`src/rtl/vic_regs.sv`:
```
// vic_regs: CPU-side register file ($9000-$900F) for the 6560-style video chip.
// Turns register contents into per-frame shadowed configuration for the video generator.
// It returns the live raster position and the light-pen latches on reads.
//
// Optional feature: define RASTER_IRQ_EN to add the raster compare interrupt.
//   Defined:   writes to $4 set a compare value, and irq is raised on a raster match.
//   Undefined: writes to $4 are ignored, and irq is tied to 0.
//
// Ports:
//   clk, reset          system clock; asynchronous active-high reset
//   cpu_cs/we/addr/din  6502 register access; cpu_dout is registered read data (1-cycle latency)
//   raster_line/x       live raster position from the video generator
//   frame_start         one-cycle pulse at frame start; loads the configuration shadows
//   light_pen           asynchronous active-low light-pen strobe
//   screen_addr, char_rom_addr, color_ram_addr, border_color, back_color, aux_color,
//   inverted, columns, rows    shadowed configuration outputs
//   irq                 raster interrupt
module vic_regs #(
  parameter int unsigned LP_SYNC_STAGES = 2
) (
  input  logic        clk,
  input  logic        reset,
  input  logic        cpu_cs,
  input  logic        cpu_we,
  input  logic [3:0]  cpu_addr,
  input  logic [7:0]  cpu_din,
  output logic [7:0]  cpu_dout,
  input  logic [8:0]  raster_line,
  input  logic [7:0]  raster_x,
  input  logic        frame_start,
  input  logic        light_pen,
  output logic [15:0] screen_addr,
  output logic [15:0] char_rom_addr,
  output logic [15:0] color_ram_addr,
  output logic [2:0]  border_color,
  output logic [3:0]  back_color,
  output logic [3:0]  aux_color,
  output logic        inverted,
  output logic [6:0]  columns,
  output logic [5:0]  rows,
  output logic        irq
);

  logic [7:0] r_q [16];
  logic [7:0] r_d [16];
  logic       wr_en;
  logic       rd_en;
  logic [7:0] rd_data;

  // Light-pen state. Only lp_y[8:1] is ever visible, so only those bits are kept.
  logic [LP_SYNC_STAGES-1:0] lp_sync_q;
  logic                      lp_prev_q;
  logic                      lp_edge;
  logic                      lp_armed_q;
  logic [7:0]                lp_x_q;
  logic [7:0]                lp_y_q;

  // Decoded configuration (from post-write register values, so frame_start writes through).
  logic [13:0] scr_va;
  logic [13:0] chr_va;
  logic [15:0] scr_cpu;
  logic [15:0] chr_cpu;
  logic [15:0] col_cpu;

  // $4 is never a plain register; $6..$9 are read-only.
  assign wr_en = cpu_cs && cpu_we && (cpu_addr != 4'd4) &&
                 !((cpu_addr >= 4'd6) && (cpu_addr <= 4'd9));
  assign rd_en = cpu_cs && !cpu_we;

  always_comb begin
    for (int i = 0; i < 16; i++) r_d[i] = r_q[i];
    if (wr_en) r_d[cpu_addr] = cpu_din;
  end

  always_ff @(posedge clk or posedge reset) begin
    if (reset) begin
      for (int i = 0; i < 16; i++) r_q[i] <= 8'h00;
      r_q[2]  <= 8'h96;
      r_q[5]  <= 8'hF0;
      r_q[15] <= 8'h1B;
    end else begin
      for (int i = 0; i < 16; i++) r_q[i] <= r_d[i];
    end
  end

  // VIC 14-bit address to CPU address: VIC A13 low selects the $8000 block.
  always_comb begin
    scr_va  = {r_d[5][7:4], r_d[2][7], 9'b0};
    chr_va  = {r_d[5][3:0], 10'b0};
    scr_cpu = {~scr_va[13], 2'b00, scr_va[12:0]};
    chr_cpu = {~chr_va[13], 2'b00, chr_va[12:0]};
    col_cpu = 16'h9400 | (r_d[2][7] ? 16'h0200 : 16'h0000);
  end

  always_ff @(posedge clk or posedge reset) begin
    if (reset) begin
      screen_addr    <= 16'h1E00;
      char_rom_addr  <= 16'h8000;
      color_ram_addr <= 16'h9600;
      border_color   <= 3'd3;
      back_color     <= 4'd1;
      aux_color      <= 4'd0;
      inverted       <= 1'b1;
      columns        <= 7'd22;
      rows           <= 6'd0;
    end else if (frame_start) begin
      screen_addr    <= scr_cpu;
      char_rom_addr  <= chr_cpu;
      color_ram_addr <= col_cpu;
      border_color   <= r_d[15][2:0];
      inverted       <= r_d[15][3];
      back_color     <= r_d[15][7:4];
      aux_color      <= r_d[14][7:4];
      columns        <= r_d[2][6:0];
      rows           <= r_d[3][6:1];
    end
  end

  // Light pen: synchroniser, then falling-edge detect; first edge per frame wins.
  assign lp_edge = lp_prev_q && !lp_sync_q[LP_SYNC_STAGES-1];

  always_ff @(posedge clk or posedge reset) begin
    if (reset) begin
      lp_sync_q  <= '1;
      lp_prev_q  <= 1'b1;
      lp_armed_q <= 1'b1;
      lp_x_q     <= 8'h00;
      lp_y_q     <= 8'h00;
    end else begin
      lp_sync_q <= {lp_sync_q[LP_SYNC_STAGES-2:0], light_pen};
      lp_prev_q <= lp_sync_q[LP_SYNC_STAGES-1];
      if (lp_edge && lp_armed_q) begin
        lp_x_q     <= raster_x;
        lp_y_q     <= raster_line[8:1];
        lp_armed_q <= frame_start;
      end else if (frame_start) begin
        lp_armed_q <= 1'b1;
      end
    end
  end

  always_comb begin
    rd_data = r_q[cpu_addr];
    case (cpu_addr)
      4'd3:        rd_data = {raster_line[0], r_q[3][6:0]};
      4'd4:        rd_data = raster_line[8:1];
      4'd6:        rd_data = lp_x_q;
      4'd7:        rd_data = lp_y_q;
      4'd8, 4'd9:  rd_data = 8'hFF;
      default:     rd_data = r_q[cpu_addr];
    endcase
  end

  always_ff @(posedge clk or posedge reset) begin
    if (reset) cpu_dout <= 8'h00;
    else if (rd_en) cpu_dout <= rd_data;
  end

`ifdef RASTER_IRQ_EN
  logic [7:0] cmp_q;
  logic       match;
  logic       match_q;
  logic       irq_q;

  assign match = (raster_line[8:1] == cmp_q) && (cmp_q != 8'h00);

  always_ff @(posedge clk or posedge reset) begin
    if (reset) begin
      cmp_q   <= 8'h00;
      match_q <= 1'b0;
      irq_q   <= 1'b0;
    end else begin
      if (cpu_cs && cpu_we && (cpu_addr == 4'd4)) cmp_q <= cpu_din;
      match_q <= match;
      // Set has priority over a same-cycle clear by reading $4.
      if (match && !match_q) irq_q <= 1'b1;
      else if (rd_en && (cpu_addr == 4'd4)) irq_q <= 1'b0;
    end
  end

  assign irq = irq_q;
`else
  assign irq = 1'b0;
`endif

endmodule

```
`config.mk`:
```
export PLATFORM = sky130hd
export DESIGN_NAME = vic_regs
export DESIGN_NICKNAME = d
export VERILOG_FILES = /design/src/rtl/vic_regs.sv
export SDC_FILE = /design/constraint.sdc
export NUM_CORES = 1
export LEC_CHECK = 0
export CORE_MARGIN = 2
export CORE_UTILIZATION = 35
export CTS_CLUSTER_DIAMETER = 100
export DETAILED_ROUTE_END_ITERATION = 8
export GPL_TIMING_DRIVEN = 0
export PLACE_DENSITY = 0.68
export RECOVER_POWER = 100
export SYNTH_ARGS = -nofsm -noshare
export SYNTH_HDL_FRONTEND = slang
export SYNTH_SLANG_ARGS = --single-unit
```
`constraint.sdc`:
```
create_clock -name clk -period 11.7 [get_ports clk]
set_input_delay 3.51 -clock clk [delete_from_list [all_inputs] [get_ports clk]]
set_output_delay 3.51 -clock clk [all_outputs]
set_load 0.05 [all_outputs]
```
Word-level counts from Yosys, hierarchy flattened
Cells that the tools add are included.
Storage, ports and cells
  register bits after elaboration: 203
  input bits: 35
  output and inout bits: 82
  logic and storage cells: 71
Cells by class
  order comparisons: 4
  equal/unequal tests: 7
  mux-type cells: 11
  bitwise logic cells: 3
  reductions and logical operators: 13
Operator list (number)
  bitwise mux 128 bit: 1
  2-to-1 mux 112 bit: 1
  one-hot mux 8 bit (5 select lines): 1
  binary-select mux 8 bit (select 4 bit): 1
  demux 8 bit (select 4 bit): 1
  2-to-1 mux 8 bit: 3
  == test 4 x 3 -> 1 bit (second input constant): 3
  2-to-1 mux 10 bit: 1
  == test 4 bit (second input constant): 2
  logical AND 1 bit: 8
  greater-or-equal comparator 5 bit (second input constant): 1
  < comparator 5 x 1 -> 1 bit (second input constant): 1
  NOT 4 -> 5 bit: 1
  == test 4 x 2 -> 1 bit (second input constant): 1
  greater-or-equal comparator 4 x 3 -> 1 bit (second input constant): 1
  <= comparator 4 bit (second input constant): 1
  inequality test 4 x 3 -> 1 bit (second input constant): 1
  zero test 1 bit: 3
  2-to-1 mux 1 bit: 2
  NOT 1 bit: 2
  nonzero test 2 bit: 1
  OR reduction 2 bit: 1

Logic depth before layout (Yosys ltp)
  depth in word-level cells: 8
  gate-level depth with buffers: 8
  gate-level depth less buffers: 4

Worst setup path after synthesis
OpenSTA, ideal clock, no wires.
  path type: input port to flip-flop
  from: input port cpu_addr[2]
  to: register rows[0]
  library setup time: 0.125 ns
  arrival time: 4.787 ns
  required time: 11.575 ns
  slack: 6.788 ns
  cell stages on the path: 5
  path buffers: 1
  path through: buf_4 > nand4b_1 > nor2_2 > mux2_2 > mux2_2
RTL lines
  from (decl): line 25  | input logic [3:0] cpu_addr,
  to (signal assigned): line 115  | rows <= r_d[3][6:1];
  to (decl): line 40  | output logic [5:0] rows,

==> impl_metrics.yaml <==
outcome:
  status: "complete, but fails checks"
  violations: "max-capacitance violations, max-slew violations"
detailed_routing:
  wire_per_inst_um: 19.3
  drcViolationCount: 0
  wl_mm: 19.4
  vias: 5076
  dr.pass1.iters: 5
  ant_nets: 0
  vias_per_cell: 5.03
  drtIter0Drc: 351
cells_and_area:
  nets: 751
  area_growth_pct: 21.8
  fill_cells: 2044
  final_cell_mix: "dfrtp_1, mux2_2, dlygate4sd3_1, buf_4, conb_1"
  fin_area_um2: 9550
  drive_above_1_share: 0.322
  final_cells: 1009
  n_antenna_cell: 0
  layout_commonest_cell: "dfrtp_1"
floorplan:
  core_um2: 21900
  die_y_um: 154
  die_x_um: 154
  io_pins: 117
  initial_core_util: 0.358
  rows: 54
  dieArea_um2: 23600
power_and_ir_drop:
  p_int_mw: 1.22
  p_per_area_nw_per_um2: 186
  pwr-share-clk: 0.340
  power.leakage_nw: 4.27
  p_comb_frac: 0.240
  seqPwrFrac: 0.419
  vdd.ir_drop.worst_mv: 0.123
  p_sw_frac: 0.311
  power.switching_mw: 0.552
global_routing:
  grt_pass1_wl_mm: 30.6
  grt_start_max_net_pins: 132
  antenna_found_initial: 0
  grt_usage: 0.170
  grt_pass1_vias: 5232
  grt-ovfl-total: 0
clocking:
  htreeDepth: 4
  cts_resized: 0
  cts_buffer_depth: 2
  clock-sinks: 165
  root_buffer: "clkbuf_16"
  clk_pin_slew_worst_paths_ps: 60
  clock_latency_ps: 440
  postCtsSetupBuffers: 0
  cts_buffers: 17
  cts_tree: "yes"
  cts_hold_buf: 0
placement:
  preCtsSetupSlack_ps: 5720
  gp_congestion: 0.917
  placedCellCount: 977
  port-buffer-count: 72
  dp_hpwl_mm: 13.6
  dpl_cell_area_um2: 9080
synth:
  synthArstFlopShare: 1.00
  yosysTopAreaCell: "dfrtp_1"
  syn-cell-area_um2: 7840
  yosysUniqueCellTypes: 61
  synth_edf_count: 0
  synth_seq_area_share: 0.531
  synthesis.instances: 587
  syn_avg_cell_area_um2: 13.4
  synth_area_leaders: "dfrtp_1, mux2_2, dfstp_2, buf_4, mux2i_1"
  yosys_warnings: 0
  synth_top_area_share: 0.437
  synth_flop_cell: "dfrtp_1"
  synth_seq_cells: 165
critical_path:
  cp-start-kind: "input pin"
  reg2reg_depth: 4
  r2r-end: "cpu_dout[7]$_DFFE_PP0P_"
  worst_ep_required_time_ps: 11520
  reg2reg_slack_ps: 9520
  worstSetupPathType: "input pin to async pin"
  reg2reg_from: "r_q[127]$_DFFE_PP0P_"
  crit_path_end_kind: "async pin"
  crit_arrival_ps: 7450
  worst-path-max-fanout: 131
hold_path:
  holdPathStages: 0
  hold_start: "lp_sync_q[0]$_DFF_PP1_"
  holdPathEnd: "lp_sync_q[1]$_DFF_PP1_"
  min_path_type: "flop to flop"
sta:
  setup_viol_count_final: 0
  tns_ps: 0
  finClkSkew_ps: 9.46
  final.setup.worst_slack_ps: 4080
  min_period_ps: 7620
  post-route-period-util: 0.652
  rsz0062_at_grt: "false"
  worstMarginPinSlew_ps: 3220
  maxSlewViolCount: 132
  slew_headroom: -1.15
  hold_violations: 0
  fmax_mhz: 131
job:
  drv_cap: 2
final cells by class:
| cell class | count | area (µm²) | area share |
|---|---|---|---|
| inverter | 5 | 20.0 | 0.00210 |
| clock buffer | 21 | 460 | 0.0482 |
| clock inverter | 11 | 173 | 0.0181 |
| timing repair buffer | 73 | 726 | 0.0760 |
| multi-input combinational | 359 | 3090 | 0.324 |
| buffer | 95 | 566 | 0.0592 |
| sequential | 165 | 4160 | 0.436 |
| tap | 280 | 350 | 0.0367 |
state kept, by name (all words and copies together) (netlist names), named ones only:
| signal | flops |
|---|---|
| inverted | 1 |
| lp_sync_q | 2 |
| lp_x_q | 8 |
| cpu_dout | 8 |
| columns | 7 |
| lp_prev_q | 1 |
| border_color | 3 |
| lp_y_q | 8 |
| char_rom_addr | 4 |
| screen_addr | 5 |
| lp_armed_q | 1 |
| r_q | 101 |
| rows | 6 |
| back_color | 4 |
| aux_color | 4 |
synth_stat cells (4+ instances only):
cell,instances
a2111oi_0,5
a211oi_1,10
a21oi_1,9
a22o_1,4
buf_2,11
buf_4,47
buf_6,4
clkbuf_1,29
dfrtp_1,137
dfstp_2,28
mux2_2,135
mux2_4,6
mux2i_1,23
mux4_2,8
nand2_1,8
nand2b_1,8
nand3_1,5
nor2_1,13
nor2_2,4
nor2b_1,8
nor3_1,4
o211ai_1,6
o21ai_0,7
stage by stage:
stage / utilization / power [mW] / hold slack (ps)
after floorplan: - / 1.06 / 345
after global placement: 0.413 / 1.20 / 347
after detailed placement: 0.415 / 1.21 / 349
after CTS: 0.444 / 1.81 / 358
after global routing: 0.436 / 1.85 / 363
final: 0.436 / 1.77 / 362
how the worst max path moves through the flow:
stage / from / endpoint
final: reset / r_q[100]$_DFF_PP0_
after global routing: reset / rows[0]$_DFFE_PP0P_
after CTS: cpu_addr[0] / cpu_dout[7]$_DFFE_PP0P_
after detailed placement: cpu_addr[0] / cpu_dout[7]$_DFFE_PP0P_
after global placement: reset / r_q[99]$_DFF_PP0_
after floorplan: reset / async pin
worst max-delay path: stages:
cell           delay (ps)
dlygate4sd3_1         540
clkinvlp_2            860
clkbuf_2             2340
metal layers:
metal,GRT usage,vias up,share of wire
li1,-,2291,-
met1,0.242,2531,0.46
met2,0.246,227,0.43
met3,0.0482,27,0.081
met4,0.0638,0,0.025
met5,0,-,0
power by group through the flow:
stage	clock (mW)	sequential, mW	combinational (mW)
floorplan	0	0.850	0.213
global placement	0	0.752	0.446
detailed placement	0	0.753	0.453
CTS	0.613	0.745	0.455
global route	0.639	0.756	0.452
finish	0.603	0.743	0.426
cells by family (layout without fill, tap and decap cells):
group,count (synthesis),count (layout),synth area share
other,2,39,0.000958
multiplexers,172,172,0.258
AND/OR/NAND/NOR,79,79,0.0645
flip-flops,165,165,0.531
AO/OA/AOI/OAI,69,69,0.0656
buffers and inverters,100,205,0.0801
Power figures use the tool's default switching activity.
